--- src/rtl/sr_seq_pkg.sv ---
// Shared types and constants for the SR flag sequencer.
// Holds the controller state encoding and the set/clear operation codes.
package sr_seq_pkg;

  typedef enum logic [1:0] {
    ST_IDLE  = 2'd0,
    ST_DRIVE = 2'd1,
    ST_CHECK = 2'd2,
    ST_ACK   = 2'd3
  } state_e;

  localparam logic OP_SET = 1'b1;
  localparam logic OP_CLR = 1'b0;

endpackage

--- src/rtl/sr_flag_sequencer_if.sv ---
// Request/ack and flag-bank bundle for the SR flag sequencer.
// The master side is the requesters plus the bank; the slave side is the sequencer.
interface sr_flag_sequencer_if #(
  parameter int N_FLAGS = 8,
  parameter int IDX_W   = 3
);
  logic               req0;
  logic               op0;
  logic [IDX_W-1:0]   idx0;
  logic               ack0;
  logic               req1;
  logic               op1;
  logic [IDX_W-1:0]   idx1;
  logic               ack1;
  logic [N_FLAGS-1:0] flag_q;
  logic [N_FLAGS-1:0] sr_en;
  logic [N_FLAGS-1:0] sr_s;
  logic [N_FLAGS-1:0] sr_r;
  logic               err;
  logic               busy;

  modport master (
    output req0, op0, idx0, req1, op1, idx1, flag_q,
    input  ack0, ack1, sr_en, sr_s, sr_r, err, busy
  );

  modport slave (
    input  req0, op0, idx0, req1, op1, idx1, flag_q,
    output ack0, ack1, sr_en, sr_s, sr_r, err, busy
  );
endinterface

--- src/rtl/sr_flag_sequencer_rr_arb2.sv ---
// Two-way round-robin arbiter: on a tie the requester that did not win last time
// is granted; with a single request that requester is granted.
module rr_arb2 (
  input  logic [1:0] req,
  input  logic       last_grant,
  input  logic       enable,
  output logic [1:0] gnt,
  output logic       last_grant_nxt
);

  // NOTE: every output gets a default before the case so no latch is inferred.
  always_comb begin
    gnt = 2'b00;
    if (enable) begin
      case (req)
        2'b01:   gnt = 2'b01;
        2'b10:   gnt = 2'b10;
        2'b11:   gnt = last_grant ? 2'b01 : 2'b10;
        default: gnt = 2'b00;
      endcase
    end
    last_grant_nxt = (gnt == 2'b00) ? last_grant : gnt[1];
  end

endmodule

--- src/rtl/sr_flag_sequencer.sv ---
// Shares an external bank of enable-gated SR flags between two requesters:
// grant, strobe one bit for one cycle, read it back, then ack with an error flag.
module sr_flag_sequencer
  import sr_seq_pkg::*;
#(
  parameter int N_FLAGS = 8,
  parameter int IDX_W   = 3
) (
  input  logic                clk,
  input  logic                reset,
  sr_flag_sequencer_if.slave  bus
);

  localparam int              PAD_W = 1 << IDX_W;
  localparam logic [IDX_W:0]  N_LIM = (IDX_W + 1)'(N_FLAGS);

  state_e             state_q, state_d;
  logic               last_grant_q, last_grant_d;
  logic               who_q, who_d;
  logic               op_q, op_d;
  logic [IDX_W-1:0]   idx_q, idx_d;
  logic               bad_idx_q, bad_idx_d;
  logic [N_FLAGS-1:0] sr_en_q, sr_en_d;
  logic [N_FLAGS-1:0] sr_s_q, sr_s_d;
  logic [N_FLAGS-1:0] sr_r_q, sr_r_d;
  logic               ack0_q, ack0_d;
  logic               ack1_q, ack1_d;
  logic               err_q, err_d;
  logic               busy_q, busy_d;

  logic [1:0]         gnt;
  logic               last_grant_nxt;
  logic               gnt_op;
  logic [IDX_W-1:0]   gnt_idx;
  logic               gnt_in_range;
  logic [PAD_W-1:0]   gnt_onehot;
  logic [N_FLAGS-1:0] gnt_mask;
  logic [PAD_W-1:0]   flag_pad;
  logic               mismatch;

  rr_arb2 u_arb (
    .req            ({bus.req1, bus.req0}),
    .last_grant     (last_grant_q),
    .enable         (state_q == ST_IDLE),
    .gnt            (gnt),
    .last_grant_nxt (last_grant_nxt)
  );

  // Index arithmetic is done in the power-of-two padded width so that an
  // out-of-range index simply produces an empty strobe mask.
  always_comb begin
    gnt_op       = gnt[1] ? bus.op1  : bus.op0;
    gnt_idx      = gnt[1] ? bus.idx1 : bus.idx0;
    gnt_in_range = ({1'b0, gnt_idx} < N_LIM);
    gnt_onehot   = PAD_W'(1) << gnt_idx;
    gnt_mask     = gnt_in_range ? N_FLAGS'(gnt_onehot) : '0;
    flag_pad     = PAD_W'(bus.flag_q);
    mismatch     = !bad_idx_q && (flag_pad[idx_q] != op_q);
  end

  always_comb begin
    state_d      = state_q;
    last_grant_d = last_grant_nxt;
    who_d        = who_q;
    op_d         = op_q;
    idx_d        = idx_q;
    bad_idx_d    = bad_idx_q;
    sr_en_d      = '0;
    sr_s_d       = '0;
    sr_r_d       = '0;
    ack0_d       = 1'b0;
    ack1_d       = 1'b0;
    err_d        = 1'b0;

    case (state_q)
      ST_IDLE: begin
        if (gnt != 2'b00) begin
          who_d     = gnt[1];
          op_d      = gnt_op;
          idx_d     = gnt_idx;
          bad_idx_d = !gnt_in_range;
          sr_en_d   = gnt_mask;
          sr_s_d    = (gnt_op == OP_SET) ? gnt_mask : '0;
          sr_r_d    = (gnt_op == OP_SET) ? '0 : gnt_mask;
          state_d   = ST_DRIVE;
        end
      end
      ST_DRIVE: state_d = ST_CHECK;
      // The bank has taken the strobe by now, so flag_q reflects the result.
      ST_CHECK: begin
        ack0_d  = !who_q;
        ack1_d  = who_q;
        err_d   = bad_idx_q | mismatch;
        state_d = ST_ACK;
      end
      ST_ACK:   state_d = ST_IDLE;
      default:  state_d = ST_IDLE;
    endcase

    busy_d = (state_d != ST_IDLE);
  end

  // NOTE: state is updated only with non-blocking assignments so every flop
  // samples the pre-edge value of its neighbours.
  always_ff @(posedge clk or negedge reset) begin
    if (!reset) begin
      state_q      <= ST_IDLE;
      last_grant_q <= 1'b1;
      who_q        <= 1'b0;
      op_q         <= 1'b0;
      idx_q        <= '0;
      bad_idx_q    <= 1'b0;
      sr_en_q      <= '0;
      sr_s_q       <= '0;
      sr_r_q       <= '0;
      ack0_q       <= 1'b0;
      ack1_q       <= 1'b0;
      err_q        <= 1'b0;
      busy_q       <= 1'b0;
    end else begin
      state_q      <= state_d;
      last_grant_q <= last_grant_d;
      who_q        <= who_d;
      op_q         <= op_d;
      idx_q        <= idx_d;
      bad_idx_q    <= bad_idx_d;
      sr_en_q      <= sr_en_d;
      sr_s_q       <= sr_s_d;
      sr_r_q       <= sr_r_d;
      ack0_q       <= ack0_d;
      ack1_q       <= ack1_d;
      err_q        <= err_d;
      busy_q       <= busy_d;
    end
  end

  assign bus.sr_en = sr_en_q;
  assign bus.sr_s  = sr_s_q;
  assign bus.sr_r  = sr_r_q;
  assign bus.ack0  = ack0_q;
  assign bus.ack1  = ack1_q;
  assign bus.err   = err_q;
  assign bus.busy  = busy_q;

endmodule

--- src/flat_wrapper.sv ---
// flat-port wrapper written by rule: the top's interface ports become plain ports
module sr_flag_sequencer_flat import sr_seq_pkg::*;
#(
  parameter int N_FLAGS = 8,
  parameter int IDX_W   = 3
)
  (clk, reset, bus_req0, bus_op0, bus_idx0, bus_req1, bus_op1, bus_idx1, bus_flag_q, bus_ack0, bus_ack1, bus_sr_en, bus_sr_s, bus_sr_r, bus_err, bus_busy);
  sr_flag_sequencer_if #(.N_FLAGS(N_FLAGS), .IDX_W(IDX_W)) bus_i ();
  input  logic clk;
  input  logic reset;
  input wire logic [$bits(bus_i.req0)-1:0] bus_req0;
  input wire logic [$bits(bus_i.op0)-1:0] bus_op0;
  input wire logic [$bits(bus_i.idx0)-1:0] bus_idx0;
  input wire logic [$bits(bus_i.req1)-1:0] bus_req1;
  input wire logic [$bits(bus_i.op1)-1:0] bus_op1;
  input wire logic [$bits(bus_i.idx1)-1:0] bus_idx1;
  input wire logic [$bits(bus_i.flag_q)-1:0] bus_flag_q;
  output wire logic [$bits(bus_i.ack0)-1:0] bus_ack0;
  output wire logic [$bits(bus_i.ack1)-1:0] bus_ack1;
  output wire logic [$bits(bus_i.sr_en)-1:0] bus_sr_en;
  output wire logic [$bits(bus_i.sr_s)-1:0] bus_sr_s;
  output wire logic [$bits(bus_i.sr_r)-1:0] bus_sr_r;
  output wire logic [$bits(bus_i.err)-1:0] bus_err;
  output wire logic [$bits(bus_i.busy)-1:0] bus_busy;
  assign bus_i.req0 = bus_req0;
  assign bus_i.op0 = bus_op0;
  assign bus_i.idx0 = bus_idx0;
  assign bus_i.req1 = bus_req1;
  assign bus_i.op1 = bus_op1;
  assign bus_i.idx1 = bus_idx1;
  assign bus_i.flag_q = bus_flag_q;
  assign bus_ack0 = bus_i.ack0;
  assign bus_ack1 = bus_i.ack1;
  assign bus_sr_en = bus_i.sr_en;
  assign bus_sr_s = bus_i.sr_s;
  assign bus_sr_r = bus_i.sr_r;
  assign bus_err = bus_i.err;
  assign bus_busy = bus_i.busy;
  sr_flag_sequencer #(.N_FLAGS(N_FLAGS), .IDX_W(IDX_W)) u_core (.clk(clk), .reset(reset), .bus(bus_i));
endmodule
--- config.mk ---
export PLATFORM = sky130hd
export DESIGN_NAME = sr_flag_sequencer_flat
export DESIGN_NICKNAME = d
export VERILOG_FILES = /design/src/rtl/sr_seq_pkg.sv /design/src/rtl/sr_flag_sequencer_if.sv /design/src/rtl/sr_flag_sequencer_rr_arb2.sv /design/src/rtl/sr_flag_sequencer.sv /design/src/flat_wrapper.sv
export SDC_FILE = /design/constraint.sdc
export NUM_CORES = 1
export LEC_CHECK = 0
export ABC_AREA = 0
export CAP_MARGIN = 0
export CELL_PAD_IN_SITES_DETAIL_PLACEMENT = 2
export CELL_PAD_IN_SITES_GLOBAL_PLACEMENT = 2
export CORE_AREA = 5 5 76 78
export CTS_CLUSTER_DIAMETER = 50
export DETAILED_ROUTE_END_ITERATION = 10
export DIE_AREA = 0 0 81 83
export MAX_ROUTING_LAYER = met4
export PLACE_DENSITY = 0.81
export SYNTH_ARGS = -nofsm -noshare
export SYNTH_HDL_FRONTEND = slang
export SYNTH_SLANG_ARGS = --single-unit
--- constraint.sdc ---
create_clock -name clk -period 3.35 [get_ports clk]
set_clock_uncertainty 0.05 [all_clocks]
set_input_delay 0.67 -clock clk [delete_from_list [all_inputs] [get_ports clk]]
set_output_delay 0.67 -clock clk [all_outputs]
set_load 0.1 [all_outputs]
Word-level counts from Yosys, hierarchy flattened
Cells that the tools add are included.
{"block": "totals", "input_bits": 20, "out_inout_bits": 28, "reg_bits": 36, "word_cells": 47}
{"block": "classes", "n_shift": 1, "n_lt_le_gt_ge": 1, "muxes": 20, "eq_ne": 7, "reduce_logical": 6}
{"operator": "8-bit two-way mux", "n": 8}
{"operator": "2-bit == test (second input constant)", "n": 4}
{"operator": "2-bit case mux with 4 select lines", "n": 1}
{"operator": "1-bit by 3-bit << shifter with 8-bit output (first input constant)", "n": 1}
{"operator": "2-bit two-way mux", "n": 3}
{"operator": "2-bit case mux with 3 select lines", "n": 1}
{"operator": "1-bit two-way mux", "n": 5}
{"operator": "2-bit by 1-bit == test with 1-bit output (second input constant)", "n": 2}
{"operator": "2-bit zero test", "n": 2}
{"operator": "3-bit by 4-bit < comparator with 1-bit output (second input constant)", "n": 1}
{"operator": "2-bit nonzero test", "n": 2}
{"operator": "1-bit binary-select mux with 3-bit select", "n": 1}
{"operator": "3-bit two-way mux", "n": 1}
{"operator": "2-bit AND reduction", "n": 1}
{"operator": "1-bit zero test", "n": 1}
{"operator": "1-bit != test", "n": 1}

Logic depth before layout (Yosys ltp)
{"block": "logic_depth", "ltp_word": 8, "mapped_depth": 7, "mapped_depth_nobuf": 5}

Modules after synthesis
Synthesis repeated with hierarchy kept, for this count alone.
{"block": "unflattened", "cells_unflattened": 127, "area_unflattened_um2": 1436.4}
{"module": "sr_flag_sequencer", "area_each_um2": 1400.1, "seq_area_each_um2": 902.1, "instances": 1, "cells_each": 120}
{"module": "rr_arb2", "area_each_um2": 36.3, "seq_area_each_um2": 0.0, "instances": 1, "cells_each": 7}

Worst setup path after synthesis
Ideal clock, no wire load.
{"block": "synth_path", "kind": "in2reg", "start": "input port bus_req1", "end": "register u_core.sr_s_q[5], in the netlist u_core.bus.sr_s[5]", "stages": 5, "path_buffers": 1, "t_required_ps": 3205, "arrival_time_ps": 1686, "setup_slack_ps": 1520, "setup_ps": 95, "cell_sequence": "a21boi_4 -> nand2_4 -> mux2_4 -> buf_6 -> nor4_4"}
{"block": "synth_via", "elab_chain_cells": 8, "word_cells_on_any_way": 12, "classes_between": "eq/ne (3); shift (1); mux (7); reduce/logical (1)"}
{"item": "start: declaration", "line": "flat_wrapper.sv:14", "rtl": "input wire logic [$bits(bus_i.req1)-1:0] bus_req1;"}
{"item": "2-bit == test or 2-bit by 1-bit == test with 1-bit output (tied branches)", "line": "sr_flag_sequencer_rr_arb2.sv:15", "rtl": "case (req)"}
{"item": "2-bit case mux with 3 select lines (*)", "line": "sr_flag_sequencer_rr_arb2.sv:15"}
{"item": "2-bit two-way mux (*)", "line": "sr_flag_sequencer_rr_arb2.sv:14", "rtl": "if (enable) begin"}
{"item": "3-bit two-way mux", "line": "sr_flag_sequencer.sv:53", "rtl": "gnt_idx = gnt[1] ? bus.idx1 : bus.idx0;"}
{"item": "1-bit by 3-bit << shifter with 8-bit output", "line": "sr_flag_sequencer.sv:55", "rtl": "gnt_onehot = PAD_W'(1) << gnt_idx;"}
{"item": "8-bit two-way mux", "line": "sr_flag_sequencer.sv:83", "rtl": "sr_s_d = (gnt_op == OP_SET) ? gnt_mask : '0;"}
{"item": "8-bit two-way mux (*)", "line": "sr_flag_sequencer.sv:77", "rtl": "if (gnt != 2'b00) begin"}
{"item": "8-bit two-way mux (*)", "line": "sr_flag_sequencer.sv:75", "rtl": "case (state_q)"}
{"item": "net u_core.sr_s_d[5]", "line": "sr_flag_sequencer.sv:24", "rtl": "logic [N_FLAGS-1:0] sr_s_q, sr_s_d;"}
{"item": "end signal: assignment", "line": "sr_flag_sequencer.sv:128", "rtl": "sr_s_q <= sr_s_d;"}
{"item": "end: declaration", "line": "sr_flag_sequencer.sv:24"}
Mark *: on every way through the listed nets, which the timed path passes. The rest lies on a longest branch.
A chain may end at the register's enable or synchronous reset.

Worst setup path after layout
{"block": "layout_path", "start": "input port bus_req0", "end": "register u_core.sr_r_q[1], in the netlist u_core.bus.sr_r[1]"}
{"block": "layout_via", "elab_chain_cells": 8, "word_cells_on_any_way": 12, "classes_between": "eq/ne (3); shift (1); mux (7); reduce/logical (1)"}
{"item": "start: declaration", "line": "flat_wrapper.sv:11", "rtl": "input wire logic [$bits(bus_i.req0)-1:0] bus_req0;"}
{"item": "2-bit == test or 2-bit by 1-bit == test with 1-bit output (tied branches)", "line": "sr_flag_sequencer_rr_arb2.sv:15"}
{"item": "2-bit case mux with 3 select lines (*)", "line": "sr_flag_sequencer_rr_arb2.sv:15"}
{"item": "2-bit two-way mux (*)", "line": "sr_flag_sequencer_rr_arb2.sv:14"}
{"item": "3-bit two-way mux", "line": "sr_flag_sequencer.sv:53"}
{"item": "1-bit by 3-bit << shifter with 8-bit output", "line": "sr_flag_sequencer.sv:55"}
{"item": "8-bit two-way mux", "line": "sr_flag_sequencer.sv:84", "rtl": "sr_r_d = (gnt_op == OP_SET) ? '0 : gnt_mask;"}
{"item": "8-bit two-way mux (*)", "line": "sr_flag_sequencer.sv:77"}
{"item": "8-bit two-way mux (*)", "line": "sr_flag_sequencer.sv:75"}
{"item": "net u_core.sr_r_d[1]", "line": "sr_flag_sequencer.sv:25", "rtl": "logic [N_FLAGS-1:0] sr_r_q, sr_r_d;"}
{"item": "end signal: assignment", "line": "sr_flag_sequencer.sv:129", "rtl": "sr_r_q <= sr_r_d;"}
{"item": "end: declaration", "line": "sr_flag_sequencer.sv:25"}
Marks and branches as above.

==> impl_metrics.toml <==
[synthesis]
syn_std_cell_area_um2 = 1539
ys_ff_latch = 36
ys_warn_count = 0
synth_sequential_area_ratio = 0.5862
synthDistinctLibCells = 30
syn-instance-count = 114
syn_nets = 137
avgSynthCellArea_um2 = 13.50

[clock_tree]
clk_latency_ps = 280
cts_root_buffer = "sky130_fd_sc_hd__clkbuf_8"
cts.htree.levels = 2
hold_buffers = 0
post_cts_buffers = 0
postCtsResizedCells = 0
cts_num_sinks = 36
cts_tree = "done"
cts-buffers-inserted = 5
cts_max_path_bufs = 2
clk_pin_slew_ps = 70

[setup_path]
worst_r2r_endpoint = "u_core.bus.sr_r[1]$_DFF_PN0_"
r2r.worst_path.cells = 5
critPathBufInv = 1
end_kind = "register"
timing.critical_path.cells = "clkdlybuf4s50_1 -> a21boi_4 -> nand2_4 -> mux2_4 -> nor4_2"
reg2reg_setup_slack_ps = 1330
critPathMaxFanout = 12
slowest_delay_ps = 550
critical_path_class = "in -> reg"
r2r_start = "u_core.state_q[0]$_DFF_PN0_"
timing.critical_path.slowest_stage_cell = "sky130_fd_sc_hd__clkdlybuf4s50_1"
timing.critical_path.max_delay_family = "buffers and inverters"
timing.critical_path.from_type = "input pin"
crit_required_ps = 3460
critical_path_arrival_ps = 2430

[floorplanning]
die_h_um = 83
io_pins = 48
die_w_um = 81
initial_core_util = 0.3072
row_count = 26
core_area_um2 = 5010
dieArea_um2 = 6723

[routing]
antenna_violating_nets_post_route = 0
finalWirelength_um = 4215
via_count = 1104
drc_errors = 0
drt_iter0_drc = 18
drt-wirelength-per-cell_um = 18.01
drt_pass1_iterations = 4
viasPerCell = 4.718

[global_routing]
grt_remaining_overflow = 0
antenna_found_initial = 0
grt_pass1_wl_um = 6927
maximum_number_of_pins_on_one_net_before_global_route_repair = 37
grt_pass1_vias = 1289
grt_usage = 0.1413

[worst_hold_path]
min_delay_worst_endpoint = "u_core.bus.ack0$_DFF_PN0_"
worst_min_delay_path_class = "reg -> reg"
holdCritStartpoint = "u_core.who_q$_DFFE_PN0P_"
worstHoldPathCells = 1

[final_layout]
drive_gt1_frac = 0.3476
n_fill_cell = 541
commonest_non_fill_non_tap_cells_in_the_layout = "35 x sky130_fd_sc_hd__dfrtp_1, 31 x sky130_fd_sc_hd__buf_4, 19 x sky130_fd_sc_hd__clkdlybuf4s50_1"
finish.cell_count_without_fillers = 234
num_antenna_cells = 0
syn2layout_area_growth_pct = 36.83
utilization = 0.4203
layout_commonest_cell = "sky130_fd_sc_hd__dfrtp_1"
final_nets = 186

[flow_run]
maxCapViolations = 0

[sta]
final.period_utilization = 0.6906
timing.final.setup_violations = 0
hold_viol = 0
period_minus_slack_ps = 2313
timing.setup.tns_ps = 0
maxSlewViolCount = 0
rsz0062_at_grt = "no"
tightest_slew_ps = 573.0
finalWorstSetupSlack_ps = 1037
max_freq_mhz = 432.3
maxSlewHeadroom = 0.6154

[placement]
input_output_buffers = 47
numPlacedInstances = 226
gp_congestion = 0.7293
hpwlAfterDp_um = 3145
post-place-ws_ps = 782.2

[pwr]
cellPowerDensity_nw_per_um2 = 790.6
p_leak_nw = 0.9880
fin_total_pwr_mw = 1.665
max_ir_drop_vdd_mv = 0.2532

[status]
result_of_the_run = "complete, no violations"
-- synthesized netlist by cell type (all sizes together) --
cell / instances / area share
a21boi: 1 / 0.012
a21oi: 1 / 0.0032
a22oi: 1 / 0.0049
a31oi: 2 / 0.0081
a32o: 2 / 0.013
and2: 2 / 0.0081
buf: 8 / 0.036
dfrtp: 35 / 0.57
dfstp: 1 / 0.017
ha: 3 / 0.024
inv: 5 / 0.012
mux2: 3 / 0.029
mux2i: 7 / 0.054
mux4: 1 / 0.015
nand2: 9 / 0.027
nor2: 1 / 0.0024
nor2b: 1 / 0.0041
nor3: 8 / 0.026
nor4: 16 / 0.11
o21ai: 4 / 0.013
or2: 1 / 0.0041
or2b: 1 / 0.0049
xnor2: 1 / 0.0057
-- sequential cells by signal, summed over array words and instances, names as in the netlist --
register             count
u_core.op_q              1
u_core.bus.ack0          1
u_core.bus.sr_s          8
u_core.who_q             1
u_core.bus.busy          1
u_core.bus.ack1          1
u_core.last_grant_q      1
u_core.bus.err           1
u_core.bus.sr_en         8
u_core.bus.sr_r          8
u_core.state_q           2
u_core.idx_q             3
-- power breakdown --
part           internal, mW  leakage (nW)  switching (mW)
clock                 0.220        0.0541           0.153
combinational         0.206         0.455           0.504
sequential            0.523         0.478          0.0582
-- cell type report --
class,count,area [um2],area share
repair buffers,50,422.9,0.2008
well taps,70,87.58,0.04159
flip-flops and latches,36,902.1,0.4284
clock buffers,5,68.82,0.03268
clock inverters,3,42.54,0.02020
inverters,5,18.77,0.008913
multi-input cells,65,563.0,0.2674
-- worst register-to-register path, delay by kind of cell (launching register included) --
family,cells,cell delay [ps]
fa+ha+maj,1,390
buf+inv,1,120
flops,1,370
mux,1,430
simple gates,2,540
-- worst max path at each step --
stage	start	endpoint	cells past startpoint
floorplan	bus_req1	u_core.bus.sr_s[5]$_DFF_PN0_	5
global placement	bus_req0	u_core.bus.sr_s[0]$_DFF_PN0_	5
detailed placement	bus_req0	u_core.bus.sr_s[0]$_DFF_PN0_	5
CTS	bus_req0	u_core.bus.sr_r[1]$_DFF_PN0_	5
global route	bus_req0	u_core.bus.sr_r[3]$_DFF_PN0_	5
finish	bus_req0	u_core.bus.sr_r[1]$_DFF_PN0_	5
-- cell families after synthesis --
group,after synthesis,share of synthesized area
fa+ha+maj,3,0.02439
flops,36,0.5862
buf+inv,13,0.04797
mux,11,0.09756
compound gates,11,0.05446
xor+xnor,1,0.005692
simple gates,39,0.1837
-- per-layer routing --
layer	vias to the layer above	part of all wire	global-route usage
li1	501	-	-
met1	564	0.37	0.1512
met2	31	0.56	0.2457
met3	8	0.050	0.03030
met4	0	0.019	0.06144
met5	-	0	-
-- stage by stage --
stage                     hold slack, ps  area [um2]
after CTS                          462.1        2106
after detailed placement           447.8        1994
after global placement             424.7        1994
final                              454.8        2106
after global routing               473.8        2106
after floorplan                    324.4        1539
(Power assumes the default switching activity.)
